File: src/rtl/btn_debounce_pulse.sv
// rtl/btn_debounce_pulse.sv - per-button synchroniser, debouncer and press/release pulse generator
// Optional auto-repeat of press pulses while held: define BTN_DEBOUNCE_AUTO_REPEAT_EN.
module btn_debounce_pulse #(
  parameter int N_BTN           = 2,
  parameter int DEBOUNCE_CYCLES = 1000000,
  parameter int CNT_W           = 20,
  parameter int REPEAT_DELAY    = 50000000,
  parameter int REPEAT_PERIOD   = 10000000,
  parameter int RPT_W           = 26
) (
  input  logic             clk,
  input  logic             initialise,
  input  logic [N_BTN-1:0] btn_raw,
  output logic [N_BTN-1:0] btn_level,
  output logic [N_BTN-1:0] btn_pulse,
  output logic [N_BTN-1:0] btn_release
);

  localparam logic [1:0] ST_STABLE_LO = 2'd0;
  localparam logic [1:0] ST_CHK_HI    = 2'd1;
  localparam logic [1:0] ST_STABLE_HI = 2'd2;
  localparam logic [1:0] ST_CHK_LO    = 2'd3;

  localparam logic [CNT_W-1:0] CNT_ONE  = CNT_W'(1);
  localparam logic [CNT_W-1:0] CNT_LAST = CNT_W'(DEBOUNCE_CYCLES - 1);

  // Parameter sanity: a counter too narrow for the debounce window, or a window
  // below two cycles, would silently shorten the debounce; the block below only
  // elaborates for such an invalid configuration so it stands out in elaboration logs.
  if ((DEBOUNCE_CYCLES < 2) || (CNT_W < 1) || (CNT_W < 31 && (2 ** CNT_W) <= DEBOUNCE_CYCLES)
      || (REPEAT_DELAY < 1) || (REPEAT_PERIOD < 1) || (RPT_W < 1)) begin : g_bad_config
    localparam bit CONFIG_ERROR = 1'b1;
  end

  for (genvar i = 0; i < N_BTN; i++) begin : g_btn
    logic             sync1_q;
    logic             sync2_q;
    logic [1:0]       state_q;
    logic [1:0]       state_d;
    logic [CNT_W-1:0] cnt_q;
    logic [CNT_W-1:0] cnt_d;
    logic             level_q;
    logic             level_d;
    logic             press_q;
    logic             press_d;
    logic             rel_q;
    logic             rel_d;
    logic             edge_rise;
    logic             edge_fall;

    // Two-flop synchroniser for the asynchronous raw input
    always_ff @(posedge clk) begin
      if (initialise) begin
        sync1_q <= 1'b0;
        sync2_q <= 1'b0;
      end else begin
        sync1_q <= btn_raw[i];
        sync2_q <= sync1_q;
      end
    end

    // Debounce FSM: a level change is accepted only after DEBOUNCE_CYCLES consecutive differing samples
    always_comb begin
      state_d = state_q;
      cnt_d   = cnt_q;
      level_d = level_q;
      case (state_q)
        ST_STABLE_LO: begin
          cnt_d = '0;
          if (sync2_q) begin
            state_d = ST_CHK_HI;
            cnt_d   = CNT_ONE;
          end
        end
        ST_CHK_HI: begin
          if (!sync2_q) begin
            state_d = ST_STABLE_LO;
            cnt_d   = '0;
          end else if (cnt_q == CNT_LAST) begin
            state_d = ST_STABLE_HI;
            cnt_d   = '0;
            level_d = 1'b1;
          end else begin
            cnt_d = cnt_q + CNT_ONE;
          end
        end
        ST_STABLE_HI: begin
          cnt_d = '0;
          if (!sync2_q) begin
            state_d = ST_CHK_LO;
            cnt_d   = CNT_ONE;
          end
        end
        ST_CHK_LO: begin
          if (sync2_q) begin
            state_d = ST_STABLE_HI;
            cnt_d   = '0;
          end else if (cnt_q == CNT_LAST) begin
            state_d = ST_STABLE_LO;
            cnt_d   = '0;
            level_d = 1'b0;
          end else begin
            cnt_d = cnt_q + CNT_ONE;
          end
        end
        default: begin
          state_d = ST_STABLE_LO;
          cnt_d   = '0;
          level_d = 1'b0;
        end
      endcase
    end

    assign edge_rise = level_d & ~level_q;
    assign edge_fall = ~level_d & level_q;

`ifdef BTN_DEBOUNCE_AUTO_REPEAT_EN
    localparam logic [RPT_W-1:0] RPT_ONE    = RPT_W'(1);
    localparam logic [RPT_W-1:0] RPT_D_LAST = RPT_W'(REPEAT_DELAY - 1);
    localparam logic [RPT_W-1:0] RPT_P_LAST = RPT_W'(REPEAT_PERIOD - 1);

    logic [RPT_W-1:0] rpt_q;
    logic [RPT_W-1:0] rpt_d;
    logic             rpt_phase_q;
    logic             rpt_phase_d;
    logic             rpt_fire;

    // Repeat timer: counts cycles spent continuously in STABLE_HI; phase 0 waits
    // for the initial delay, phase 1 produces the periodic repeats
    always_comb begin
      rpt_d       = '0;
      rpt_phase_d = 1'b0;
      rpt_fire    = 1'b0;
      if ((state_q == ST_STABLE_HI) && (state_d == ST_STABLE_HI)) begin
        rpt_phase_d = rpt_phase_q;
        if (!rpt_phase_q) begin
          if (rpt_q == RPT_D_LAST) begin
            rpt_fire    = 1'b1;
            rpt_d       = '0;
            rpt_phase_d = 1'b1;
          end else begin
            rpt_d = rpt_q + RPT_ONE;
          end
        end else begin
          if (rpt_q == RPT_P_LAST) begin
            rpt_fire = 1'b1;
            rpt_d    = '0;
          end else begin
            rpt_d = rpt_q + RPT_ONE;
          end
        end
      end
    end

    // Repeat timer state
    always_ff @(posedge clk) begin
      if (initialise) begin
        rpt_q       <= '0;
        rpt_phase_q <= 1'b0;
      end else begin
        rpt_q       <= rpt_d;
        rpt_phase_q <= rpt_phase_d;
      end
    end

    assign press_d = edge_rise | rpt_fire;
`else
    assign press_d = edge_rise;
`endif

    assign rel_d = edge_fall;

    // Debounce state, stable level and registered one-shot outputs
    always_ff @(posedge clk) begin
      if (initialise) begin
        state_q <= ST_STABLE_LO;
        cnt_q   <= '0;
        level_q <= 1'b0;
        press_q <= 1'b0;
        rel_q   <= 1'b0;
      end else begin
        state_q <= state_d;
        cnt_q   <= cnt_d;
        level_q <= level_d;
        press_q <= press_d;
        rel_q   <= rel_d;
      end
    end

    assign btn_level[i]   = level_q;
    assign btn_pulse[i]   = press_q;
    assign btn_release[i] = rel_q;
  end

endmodule

File: config.mk
export PLATFORM = sky130hd
export DESIGN_NAME = btn_debounce_pulse
export DESIGN_NICKNAME = d
export VERILOG_FILES = /design/src/rtl/btn_debounce_pulse.sv
export SDC_FILE = /design/constraint.sdc
export NUM_CORES = 1
export LEC_CHECK = 0
export ABC_AREA = 0
export CAP_MARGIN = 20
export CORE_ASPECT_RATIO = 1.4
export CORE_UTILIZATION = 35
export DETAILED_ROUTE_END_ITERATION = 7
export PLACE_DENSITY = 0.48
export SYNTH_ARGS = -nofsm -noshare
export SYNTH_HDL_FRONTEND = slang
export SYNTH_SLANG_ARGS = --single-unit
File: constraint.sdc
create_clock -name clk -period 2.4 [get_ports clk]
set_input_delay 0.36 -clock clk [delete_from_list [all_inputs] [get_ports clk]]
set_output_delay 0.36 -clock clk [all_outputs]
set_load 0.03 [all_outputs]
==> results_dict.tcl <==
set metrics [dict create \
    hpwl_um 3580 \
    cp_top_family "simple AND/OR/NAND/NOR gates" \
    multiInputGateArea_um2 1250 \
    status "complete, no violations" \
    initial_core_util 0.367 \
    cts_buffer_depth 2 \
    diodes 0 \
    worst_path_largest_cell_delay_ns 0.54 \
    setup_viol 0 \
    hold_end "g_btn[0].sync2_q$_SDFF_PP0_" \
    clkTransAtPathRegs_ns 0.11 \
    dieArea_um2 7330 \
    p_sw_frac 0.218 \
    hp-start "g_btn[0].sync1_q$_SDFF_PP0_" \
    ys_seq_area_frac 0.442 \
    drive_gt1_frac 0.0627 \
    grt_max_degree 20 \
    drt-total-wl_um 4940 \
    cts_made_buffers 5 \
    place_ws_ns 0.416 \
    grt_pass1_vias 1922 \
    synthFlopType "dfxtp_1" \
    synth_async_sr_flop_share 0 \
    leakage_nw 0.784 \
    timing.setup.tns_ns 0 \
    clockRootBuffer "clkbuf_8" \
    cp.depth 4 \
    fin_nets 292 \
    finalHoldViolCount 0 \
    switchingPower_uw 347 \
    fp.dieW_um 72.7 \
    postCtsSetupBuffers 0 \
    viasPerCell 5.12 \
    setup_ws_ns 0.444 \
    synth_edf_count 0 \
    cts_tree "yes" \
    ys_seq_elements 54 \
    crit_required_ns 2.65 \
    r2r-start "g_btn[1].cnt_q[12]$_SDFF_PP0_" \
    max_slew.worst_pin.slew_ns 0.629 \
    clock-sinks 54 \
    grt_first_pass_wirelength_um 8770 \
    setup.worst_path.start "g_btn[1].cnt_q[12]$_SDFF_PP0_" \
    final_cell_mix "dfxtp_1, nor2_1, nand3_1, a21oi_1, o21ai_0" \
    slew_headroom 0.580 \
    synth_top_area_share 0.442 \
    ys_types 37 \
    critical_path_arrival_ns 2.20 \
    fin_area_um2 2720 \
    grt-ovfl-total 0 \
    gp_congestion 0.753 \
    final_common_cell "dfxtp_1" \
    die_h_um 101 \
    internal_power_mw 1.24 \
    portBuffers 9 \
    fin_skew_ns 0.0133 \
    power_density_nw_per_um2 584 \
    ant_nets 0 \
    drv_slew 0 \
    clk_latency_ns 0.31 \
    seqPwrFrac 0.574 \
    worst_hold_path_type "reg -> reg" \
    cp_num_buf_inv 0 \
    clockPowerShare 0.402 \
    cts_resized 0 \
    drv_cap 0 \
    combPwrFrac 0.024 \
    post-route-period-util 0.815 \
    period_needed_ns 1.96 \
    total_power_mw 1.59 \
    core_area_um2 6660 \
    timing.fmax_mhz 511 \
    synth_fp_nets 287 \
    cp_cell_sequence "or4b_4 -> or4_4 -> or3_1 -> a31oi_1" \
    syn_to_final_growth_pct 11.3 \
    grt_usage 0.154 \
    holdPathStages 1 \
    yosysTopAreaCell "dfxtp_1" \
    wl_per_cell_um 13.0 \
    rsz0062_at_grt "no" \
    drt_iter0_markers 75 \
    drtPass1Iterations 4 \
    reg2reg_depth 4 \
    regArea_um2 1080 \
    critPathMaxFanout 7 \
    r2r_setup_slack_ns 0.44 \
    netlist_instances 281 \
    critical_path_class "reg -> reg" \
    vias 1941 \
    r2r-end "g_btn[1].level_q$_SDFF_PP0_" \
    rows 35 \
    critPathSlowestCell "or4b_4" \
    fill_cells 716 \
    synth_warnings 0 \
    peakVddDrop_mv 0.324 \
    h-tree-depth 2 \
    critPathCaptureType "flip-flop" \
    io_pins 10 \
    antenna_found_initial 0 \
    syn_avg_cell_area_um2 8.70 \
    drcViolationCount 0 \
    critPathLaunchType "flip-flop" \
    yosys-top-cells-area "dfxtp_1, xor2_1, nor2_1" \
    cts_hold_buf 0 \
    dpl-instance-area_um2 2600 \
    syn_area_um2 2450 \
]
[cells by family after synthesis]
group,count (synthesis),share of synthesized area
AO/OA/AOI/OAI,43,0.102
XOR/XNOR,24,0.0859
flip-flops,54,0.442
adder cells (fa/ha/maj),2,0.0102
AND/OR/NAND/NOR,133,0.311
buffers and inverters,25,0.0486
[layout make-up]
| type | instances | share of cell area |
|---|---|---|
| Timing Repair Buffer | 14 | 0.0469 |
| Inverter | 9 | 0.0124 |
| Sequential cell | 54 | 0.397 |
| Clock inverter | 3 | 0.0179 |
| Tap cell | 92 | 0.0423 |
| Clock buffer | 5 | 0.0253 |
| Multi-Input combinational cell | 202 | 0.458 |
[state kept, by name (all words and copies together), names as in the netlist, named ones only]
signal and count:
g_btn.cnt_q 40, g_btn.level_q 2, g_btn.press_q 2, g_btn.rel_q 2, g_btn.state_q 2, g_btn.sync1_q 2
g_btn.sync2_q 2
[routing by layer]
layer / part of all wire / track usage
met3: 0.015 / 0.0300
met2: 0.53 / 0.279
met4: 0.017 / 0.0588
met5: 0 / 0
met1: 0.44 / 0.174
[per-stage QoR]
stage	hold WS, ns	std cells	utilization
floorplan	0.414	281	-
global placement	0.422	371	0.391
detailed placement	0.437	371	0.391
CTS	0.458	379	0.409
global route	0.465	379	0.409
finish	0.456	379	0.409
[power groups by stage]
| stage | Sequential (mW) | Clock, mW | Combinational [mW] |
|---|---|---|---|
| 6_report | 0.911 | 0.639 | 0.0379 |
| 5_1_grt | 0.913 | 0.700 | 0.0416 |
| 4_1_cts | 0.911 | 0.661 | 0.0387 |
| 3_5_place_dp | 0.932 | 0 | 0.0387 |
| 3_3_place_gp | 0.932 | 0 | 0.0384 |
| 2_1_floorplan | 0.930 | 0 | 0.0252 |
[Yosys cell counts (5+ instances only)]
master and instances:
nand2_1 12, dfxtp_1 54, and3_1 5, xor2_1 13, and2_1 5, inv_1 9
or3_1 12, nand4_1 13, nand3_1 20, nor4_1 6, a21oi_1 16, buf_4 6
o21ai_0 14, xnor2_1 11, nor2_1 28, clkbuf_1 8
[worst max path at each step]
stage / endpoint / slack [ns]
global route: g_btn[1].cnt_q[3]$_SDFF_PP0_ / 0.23
floorplan: g_btn[0].cnt_q[10]$_SDFF_PP0_ / 0.46
global placement: g_btn[1].cnt_q[4]$_SDFF_PP0_ / 0.45
detailed placement: g_btn[1].cnt_q[9]$_SDFF_PP0_ / 0.42
finish: g_btn[1].level_q$_SDFF_PP0_ / 0.44
CTS: g_btn[1].cnt_q[5]$_SDFF_PP0_ / 0.41
Power figures use the tool's default switching activity.
